<file path="src/rtl/uart_tx_cfg.sv">
// Configurable UART transmitter: byte FIFO feeding a frame FSM with runtime
// selectable data width (5..8), parity (none/even/odd) and one or two stop bits.
module uart_tx_cfg #(
   parameter int unsigned OVERSAMPLE = 16,
   parameter int unsigned FIFO_DEPTH = 4
) (
   input  logic                          clk,
   input  logic                          rst,
   input  logic                          baud_tick,
   input  logic                          tx_valid,
   input  logic [7:0]                    tx_data,
   output logic                          tx_ready,
   input  logic [1:0]                    cfg_data_bits,
   input  logic [1:0]                    cfg_parity,
   input  logic                          cfg_stop2,
   output logic                          tx,
   output logic                          tx_busy,
   output logic [$clog2(FIFO_DEPTH):0]   fifo_count
);

   localparam int unsigned AW = $clog2(FIFO_DEPTH);
   localparam int unsigned CW = AW + 1;
   localparam int unsigned TW = $clog2(OVERSAMPLE);

   typedef enum logic [2:0] {
      S_IDLE,
      S_START,
      S_DATA,
      S_PARITY,
      S_STOP
   } state_e;

   state_e          state_q, state_d;
   logic [TW-1:0]   tick_q, tick_d;
   logic [2:0]      bit_q, bit_d;
   logic [7:0]      data_q, data_d;
   logic [2:0]      last_q, last_d;
   logic            par_en_q, par_en_d;
   logic            par_bit_q, par_bit_d;
   logic            stop2_q, stop2_d;
   logic [7:0]      mem_q [FIFO_DEPTH];
   logic [7:0]      mem_d [FIFO_DEPTH];
   logic [AW-1:0]   wr_ptr_q, wr_ptr_d;
   logic [AW-1:0]   rd_ptr_q, rd_ptr_d;
   logic [CW-1:0]   count_q, count_d;
   logic            tx_q, tx_d;
   logic            busy_q, busy_d;
   logic            ready_q, ready_d;

   logic            push;
   logic            pop;
   logic            bit_end;
   logic [7:0]      head;
   logic [7:0]      mask;

   // Frame sequencing, FIFO bookkeeping and next-cycle output decode
   always_comb begin
      state_d   = state_q;
      tick_d    = tick_q;
      bit_d     = bit_q;
      data_d    = data_q;
      last_d    = last_q;
      par_en_d  = par_en_q;
      par_bit_d = par_bit_q;
      stop2_d   = stop2_q;
      mem_d     = mem_q;
      wr_ptr_d  = wr_ptr_q;
      rd_ptr_d  = rd_ptr_q;
      pop       = 1'b0;
      push      = tx_valid && ready_q;
      head      = mem_q[rd_ptr_q];
      bit_end   = baud_tick && (tick_q == TW'(OVERSAMPLE - 1));

      unique case (cfg_data_bits)
         2'b00:   mask = 8'h1F;
         2'b01:   mask = 8'h3F;
         2'b10:   mask = 8'h7F;
         default: mask = 8'hFF;
      endcase

      if (baud_tick && (state_q != S_IDLE)) begin
         tick_d = bit_end ? '0 : tick_q + TW'(1);
      end

      unique case (state_q)
         S_IDLE: begin
            if (count_q != '0) begin
               pop       = 1'b1;
               data_d    = head;
               last_d    = 3'd4 + 3'(cfg_data_bits);
               par_en_d  = (cfg_parity == 2'b01) || (cfg_parity == 2'b10);
               par_bit_d = (^(head & mask)) ^ (cfg_parity == 2'b10);
               stop2_d   = cfg_stop2;
               tick_d    = '0;
               bit_d     = '0;
               state_d   = S_START;
            end
         end
         S_START: begin
            if (bit_end) begin
               bit_d   = '0;
               state_d = S_DATA;
            end
         end
         S_DATA: begin
            if (bit_end) begin
               if (bit_q == last_q) begin
                  bit_d   = '0;
                  state_d = par_en_q ? S_PARITY : S_STOP;
               end else begin
                  bit_d = bit_q + 3'd1;
               end
            end
         end
         S_PARITY: begin
            if (bit_end) begin
               bit_d   = '0;
               state_d = S_STOP;
            end
         end
         S_STOP: begin
            // bit_q doubles as the stop-bit index when two stop bits are used
            if (bit_end) begin
               if (stop2_q && (bit_q == 3'd0)) begin
                  bit_d = 3'd1;
               end else begin
                  bit_d   = '0;
                  state_d = S_IDLE;
               end
            end
         end
         default: state_d = S_IDLE;
      endcase

      if (push) begin
         mem_d[wr_ptr_q] = tx_data;
         wr_ptr_d        = wr_ptr_q + AW'(1);
      end
      if (pop) begin
         rd_ptr_d = rd_ptr_q + AW'(1);
      end
      count_d = count_q + CW'(push) - CW'(pop);

      unique case (state_d)
         S_START:  tx_d = 1'b0;
         S_DATA:   tx_d = data_d[bit_d];
         S_PARITY: tx_d = par_bit_d;
         default:  tx_d = 1'b1;
      endcase
      busy_d  = (state_d != S_IDLE) || (count_d != '0);
      ready_d = count_d < CW'(FIFO_DEPTH);
   end

   // Control state; reset aborts any frame and empties the FIFO
   always_ff @(posedge clk) begin
      if (rst) begin
         state_q   <= S_IDLE;
         tick_q    <= '0;
         bit_q     <= '0;
         data_q    <= '0;
         last_q    <= 3'd7;
         par_en_q  <= 1'b0;
         par_bit_q <= 1'b0;
         stop2_q   <= 1'b0;
         wr_ptr_q  <= '0;
         rd_ptr_q  <= '0;
         count_q   <= '0;
         tx_q      <= 1'b1;
         busy_q    <= 1'b0;
         ready_q   <= 1'b1;
      end else begin
         state_q   <= state_d;
         tick_q    <= tick_d;
         bit_q     <= bit_d;
         data_q    <= data_d;
         last_q    <= last_d;
         par_en_q  <= par_en_d;
         par_bit_q <= par_bit_d;
         stop2_q   <= stop2_d;
         wr_ptr_q  <= wr_ptr_d;
         rd_ptr_q  <= rd_ptr_d;
         count_q   <= count_d;
         tx_q      <= tx_d;
         busy_q    <= busy_d;
         ready_q   <= ready_d;
      end
   end

   // FIFO storage needs no reset; occupancy is tracked by the pointers
   always_ff @(posedge clk) begin
      mem_q <= mem_d;
   end

   assign tx         = tx_q;
   assign tx_busy    = busy_q;
   assign tx_ready   = ready_q;
   assign fifo_count = count_q;

endmodule

</file>
<file path="config.mk">
export PLATFORM = sky130hd
export DESIGN_NAME = uart_tx_cfg
export DESIGN_NICKNAME = d
export VERILOG_FILES = /design/src/rtl/uart_tx_cfg.sv
export SDC_FILE = /design/constraint.sdc
export NUM_CORES = 1
export LEC_CHECK = 0
export ABC_AREA = 0
export BUFFER_PORTS_ARGS = -buffer_cell sky130_fd_sc_hd__buf_2
export CORE_UTILIZATION = 53
export CTS_CLUSTER_SIZE = 8
export DETAILED_ROUTE_END_ITERATION = 7
export PLACE_DENSITY = 0.75
export RECOVER_POWER = 50
export SETUP_SLACK_MARGIN = 0.05
export SLEW_MARGIN = 20
export SYNTH_ARGS = -nofsm -noshare
export SYNTH_HDL_FRONTEND = slang
export SYNTH_SLANG_ARGS = --single-unit
</file>
<file path="constraint.sdc">
create_clock -name clk -period 2.85 [get_ports clk]
set_clock_uncertainty 0.2 [all_clocks]
set_input_delay 0.285 -clock clk [delete_from_list [all_inputs] [get_ports clk]]
set_output_delay 0.285 -clock clk [all_outputs]
set_load 0.01 [all_outputs]
</file>
==> flow_summary.html <==
<table>
<tr><th>Metric</th><th>Value</th></tr>
<tr><th colspan="2">Outcome</th></tr>
<tr><td>Outcome</td><td>finished, final reports clean</td></tr>
<tr><th colspan="2">Placed design</th></tr>
<tr><td>Port bufs</td><td>22</td></tr>
<tr><td>Final weighted congestion of routability-driven global placement</td><td>0.8635</td></tr>
<tr><td>Placed Instances</td><td>336</td></tr>
<tr><td>Estimated wirelength of the detail-placed design</td><td>3694 um</td></tr>
<tr><td>DP Worst Slack</td><td>0.2650 ns</td></tr>
<tr><td>Standard cell area after detailed placement</td><td>0.003177 mm2</td></tr>
<tr><th colspan="2">Global route</th></tr>
<tr><td>GR Overflow Total</td><td>0</td></tr>
<tr><td>Global-route wire length before repair</td><td>8887 um</td></tr>
<tr><td>Pin count of the biggest net entering global routing</td><td>29</td></tr>
<tr><td>Antenna violations before repair</td><td>0</td></tr>
<tr><td>Total routing resource utilization after global routing</td><td>20.44%</td></tr>
<tr><td>Vias in the first global route</td><td>1851</td></tr>
<tr><th colspan="2">Routing</th></tr>
<tr><td>Count of TritonRoute iterations in the first routing pass</td><td>4</td></tr>
<tr><td>Top layer reached by signal wires</td><td>met4</td></tr>
<tr><td>Detailed Route Iter0 Violations</td><td>80</td></tr>
<tr><td>Post-DR wirelength/cell</td><td>15.13 um</td></tr>
<tr><td>DR vias/cell</td><td>5.438</td></tr>
<tr><td>Met1 Wirelength</td><td>2544 um</td></tr>
<tr><td>Via Count</td><td>1963</td></tr>
<tr><td>WL met2</td><td>2631 um</td></tr>
<tr><td>Total length of routed met3 wires</td><td>232 um</td></tr>
<tr><td>Total length of routed wires</td><td>5463 um</td></tr>
<tr><td>Antenna-violating nets left</td><td>0</td></tr>
<tr><td>Post-route DRC violation count</td><td>0</td></tr>
<tr><th colspan="2">Die</th></tr>
<tr><td>Starting density of the core</td><td>56.52%</td></tr>
<tr><td>Ports placed on the boundary</td><td>23</td></tr>
<tr><td>Die Outline Area</td><td>0.005888 mm2</td></tr>
<tr><td>Floorplan Core Area</td><td>0.005238 mm2</td></tr>
<tr><td>Floorplan die height</td><td>76.74 um</td></tr>
<tr><td>Die Wd</td><td>76.74 um</td></tr>
<tr><td>Number of standard-cell rows in the floorplan</td><td>26</td></tr>
<tr><th colspan="2">Setup path</th></tr>
<tr><td>R2r setup slk</td><td>0.26 ns</td></tr>
<tr><td>Critical register-to-register path endpoint</td><td>fifo_count[2]</td></tr>
<tr><td>Data arrival time at the worst-slack endpoint</td><td>2.64 ns</td></tr>
<tr><td>Number of cells on the worst reg-to-reg path</td><td>11</td></tr>
<tr><td>Data required time at the worst endpoint</td><td>2.89 ns</td></tr>
<tr><td>Critical setup path kind</td><td>register to register</td></tr>
<tr><td>Crit. End Element</td><td>register</td></tr>
<tr><td>Max Fanout on Critical Path</td><td>12</td></tr>
<tr><td>Critical path launch point type</td><td>register</td></tr>
<tr><td>Origin of the critical flop-to-flop path</td><td>state_q[0]</td></tr>
<tr><th colspan="2">Cells and area</th></tr>
<tr><td>Commonest non-fill, non-tap cells in the layout</td><td>dfxtp_1, edfxtp_1, nor2_1</td></tr>
<tr><td>Final instance area</td><td>0.003468 mm2</td></tr>
<tr><td>Diode insertion count for antenna repair</td><td>0</td></tr>
<tr><td>Proportion of layout cells with a drive suffix above 1</td><td>16.84%</td></tr>
<tr><td>Post-Layout Cell Count</td><td>361</td></tr>
<tr><td>Number of filler cells placed in the layout</td><td>395</td></tr>
<tr><td>Layout Nets</td><td>314</td></tr>
<tr><td>Area growth syn-to-layout</td><td>17.16%</td></tr>
<tr><th colspan="2">Min path</th></tr>
<tr><td>Type of the most critical hold path</td><td>primary input to register</td></tr>
<tr><td>Start point of the worst hold path</td><td>cfg_data_bits[0]</td></tr>
<tr><td>Hold path endpoint</td><td>last_q[0]</td></tr>
<tr><td>Number of cells traversed by the worst hold path</td><td>3</td></tr>
<tr><th colspan="2">Logic synthesis</th></tr>
<tr><td>Post-synthesis sequential element count</td><td>65</td></tr>
<tr><td>Top flip-flop cell by instance count after synthesis</td><td>dfxtp_1</td></tr>
<tr><td>Syn_nets</td><td>278</td></tr>
<tr><td>Cell count after synthesis</td><td>250</td></tr>
<tr><td>Adder-cell share of the synthesized area</td><td>4.903%</td></tr>
<tr><td>FFs w/ async S/R, synth</td><td>0%</td></tr>
<tr><td>Largest family of logic cells by synthesized area</td><td>simple AND/OR/NAND/NOR gates</td></tr>
<tr><td>Synthesized-area fraction occupied by xor and xnor cells</td><td>4.734%</td></tr>
<tr><td>Basic-gate share of the synthesized area counting and, or, nand and nor cells</td><td>12.89%</td></tr>
<tr><td>Number of warnings issued by yosys</td><td>0</td></tr>
<tr><td>Seq/Total Area, Yosys</td><td>54.78%</td></tr>
<tr><td>Compound-Gate Fraction of Synth Area</td><td>7.396%</td></tr>
<tr><td>Mux contribution to synthesized area</td><td>11.54%</td></tr>
<tr><td>Number of distinct library cells after synthesis</td><td>48</td></tr>
<tr><td>Avg Synthesized Cell Area</td><td>11.84 um2</td></tr>
<tr><td>Count of flip-flops with a built-in enable after synthesis</td><td>32</td></tr>
<tr><td>Area of the mapped netlist</td><td>0.002960 mm2</td></tr>
<tr><th colspan="2">Pwr</th></tr>
<tr><td>Leak pwr</td><td>1.284 nW</td></tr>
<tr><td>Max VDD drop</td><td>0.6197 mV</td></tr>
<tr><td>PwrDens</td><td>946.9 mW/mm2</td></tr>
<tr><th colspan="2">Run</th></tr>
<tr><td>Max-cap viol count</td><td>0</td></tr>
<tr><th colspan="2">Clocking</th></tr>
<tr><td>Clock tree from TritonCTS</td><td>done</td></tr>
<tr><td># H-tree levels</td><td>3</td></tr>
<tr><td>Total CTS buffers</td><td>9</td></tr>
<tr><td>Clk buf depth</td><td>2</td></tr>
<tr><td>Root Buffer</td><td>clkbuf_8</td></tr>
<tr><td>TritonCTS sink count</td><td>65</td></tr>
<tr><td>Clock Latency Late Sink</td><td>0.34 ns</td></tr>
<tr><td>Worst-path clk slew</td><td>0.08 ns</td></tr>
<tr><th colspan="2">Timing</th></tr>
<tr><td>Least-Margin Pin Slew</td><td>0.6272 ns</td></tr>
<tr><td>Worst hold slack</td><td>0.02160 ns</td></tr>
<tr><td>Final slew viol count</td><td>0</td></tr>
<tr><td>Post-route fraction of the period consumed by the critical path</td><td>91.02%</td></tr>
<tr><td>Worst Slack Setup Final</td><td>0.2559 ns</td></tr>
<tr><td>Accumulated negative setup slack</td><td>0 ns</td></tr>
<tr><td>Setup repair after global routing missed its margin</td><td>no</td></tr>
<tr><td>Slew margin rel.</td><td>57.83%</td></tr>
<tr><td>Total of endpoints with negative setup slack in the final report</td><td>0</td></tr>
<tr><td>Clock period minus final worst setup slack</td><td>2.594 ns</td></tr>
<tr><td>Final count of hold timing violations</td><td>0</td></tr>
<tr><td>Peak Freq</td><td>385.5 MHz</td></tr>
</table>
==> flip-flops by register name (all words and copies together) (netlist names), 2 cells and up <==
register / cells
mem_q: 32
rd_ptr_q: 2
wr_ptr_q: 2
data_q: 8
last_q: 2
fifo_count: 3
state_q: 3
tick_q: 4
bit_q: 3
==> per-stage QoR <==
stage	power (W)	utilization, %
finish	0.003284	66.22
global placement	0.002426	60.65
global route	0.003507	66.22
detailed placement	0.002453	60.65
CTS	0.003313	66.56
floorplan	0.002222	-
==> how the worst max path moves through the flow <==
stage / startpoint / endpoint / slack, ns / depth (start not counted)
floorplan: state_q[0] / fifo_count[2] / -0.00007 / 14
global placement: state_q[0] / fifo_count[2] / 0.29 / 11
detailed placement: state_q[0] / fifo_count[2] / 0.27 / 11
CTS: state_q[0] / tx_busy / 0.25 / 10
global route: state_q[0] / tx / 0.07 / 9
finish: state_q[0] / fifo_count[2] / 0.26 / 11
==> critical path, stage by stage (launching register included) <==
cell,delay (ns)
dfxtp_2,0.37
or3_4,0.43
or2_0,0.25
inv_2,0.09
ha_4,0.13
inv_2,0.04
ha_4,0.15
fa_2,0.35
xnor2_2,0.14
xnor2_1,0.18
nand2b_1,0.14
inv_1,0.04
==> metal layers <==
metal / vias up / global-route usage, %
met5: - / 0
met4: 0 / 7.500
met3: 5 / 6.786
met2: 50 / 31.16
met1: 932 / 27.14
li1: 976 / -
==> synth_stat cells, drive strengths merged, types with 8 or more instances <==
cell	count	share of area [%]
dfxtp	33	22
edfxtp	32	32
nor2	22	2.8
nand2	19	2.4
mux2i	15	5.1
xnor2	14	4.1
inv	13	1.6
a21oi	10	1.7
ha	10	4.2
mux4	8	6.1
==> cell type report <==
| cell class | instances | area, um2 | area share [%] |
|---|---|---|---|
| Sequential cell | 65 | 1623 | 46.79 |
| Multi-Input combinational cell | 160 | 1262 | 36.40 |
| Timing Repair Buffer | 37 | 227.7 | 6.566 |
| Clock buffer | 9 | 123.9 | 3.571 |
| Clock inverter | 7 | 95.09 | 2.742 |
| Tap cell | 70 | 87.58 | 2.525 |
| Inverter | 13 | 48.80 | 1.407 |
==> cells by family (layout without fill, tap and decap cells) <==
kind of cell	after synthesis	count (layout)
and+or+nand+nor	77	77
DFF	65	65
AOI/OAI and AO/OA	32	32
buffers and inverters	25	66
muxes	24	24
xor gates and xnor gates	16	16
adders and majority gates	11	11
==> repair_timing <==
action | in CTS | in global routing
resized for setup | 0 | 0
hold buffers | 9 | 0
buffers inserted | 0 | 0
setup endpoints to repair | 0 | 0
hold endpoints to repair | 33 | 0
==> power breakdown <==
| group | internal [W] | switching (W) |
|---|---|---|
| clock network | 0.000492 | 0.000355 |
| registers | 0.00116 | 0.000113 |
| logic | 0.000568 | 0.000596 |
(Power assumes the default switching activity.)
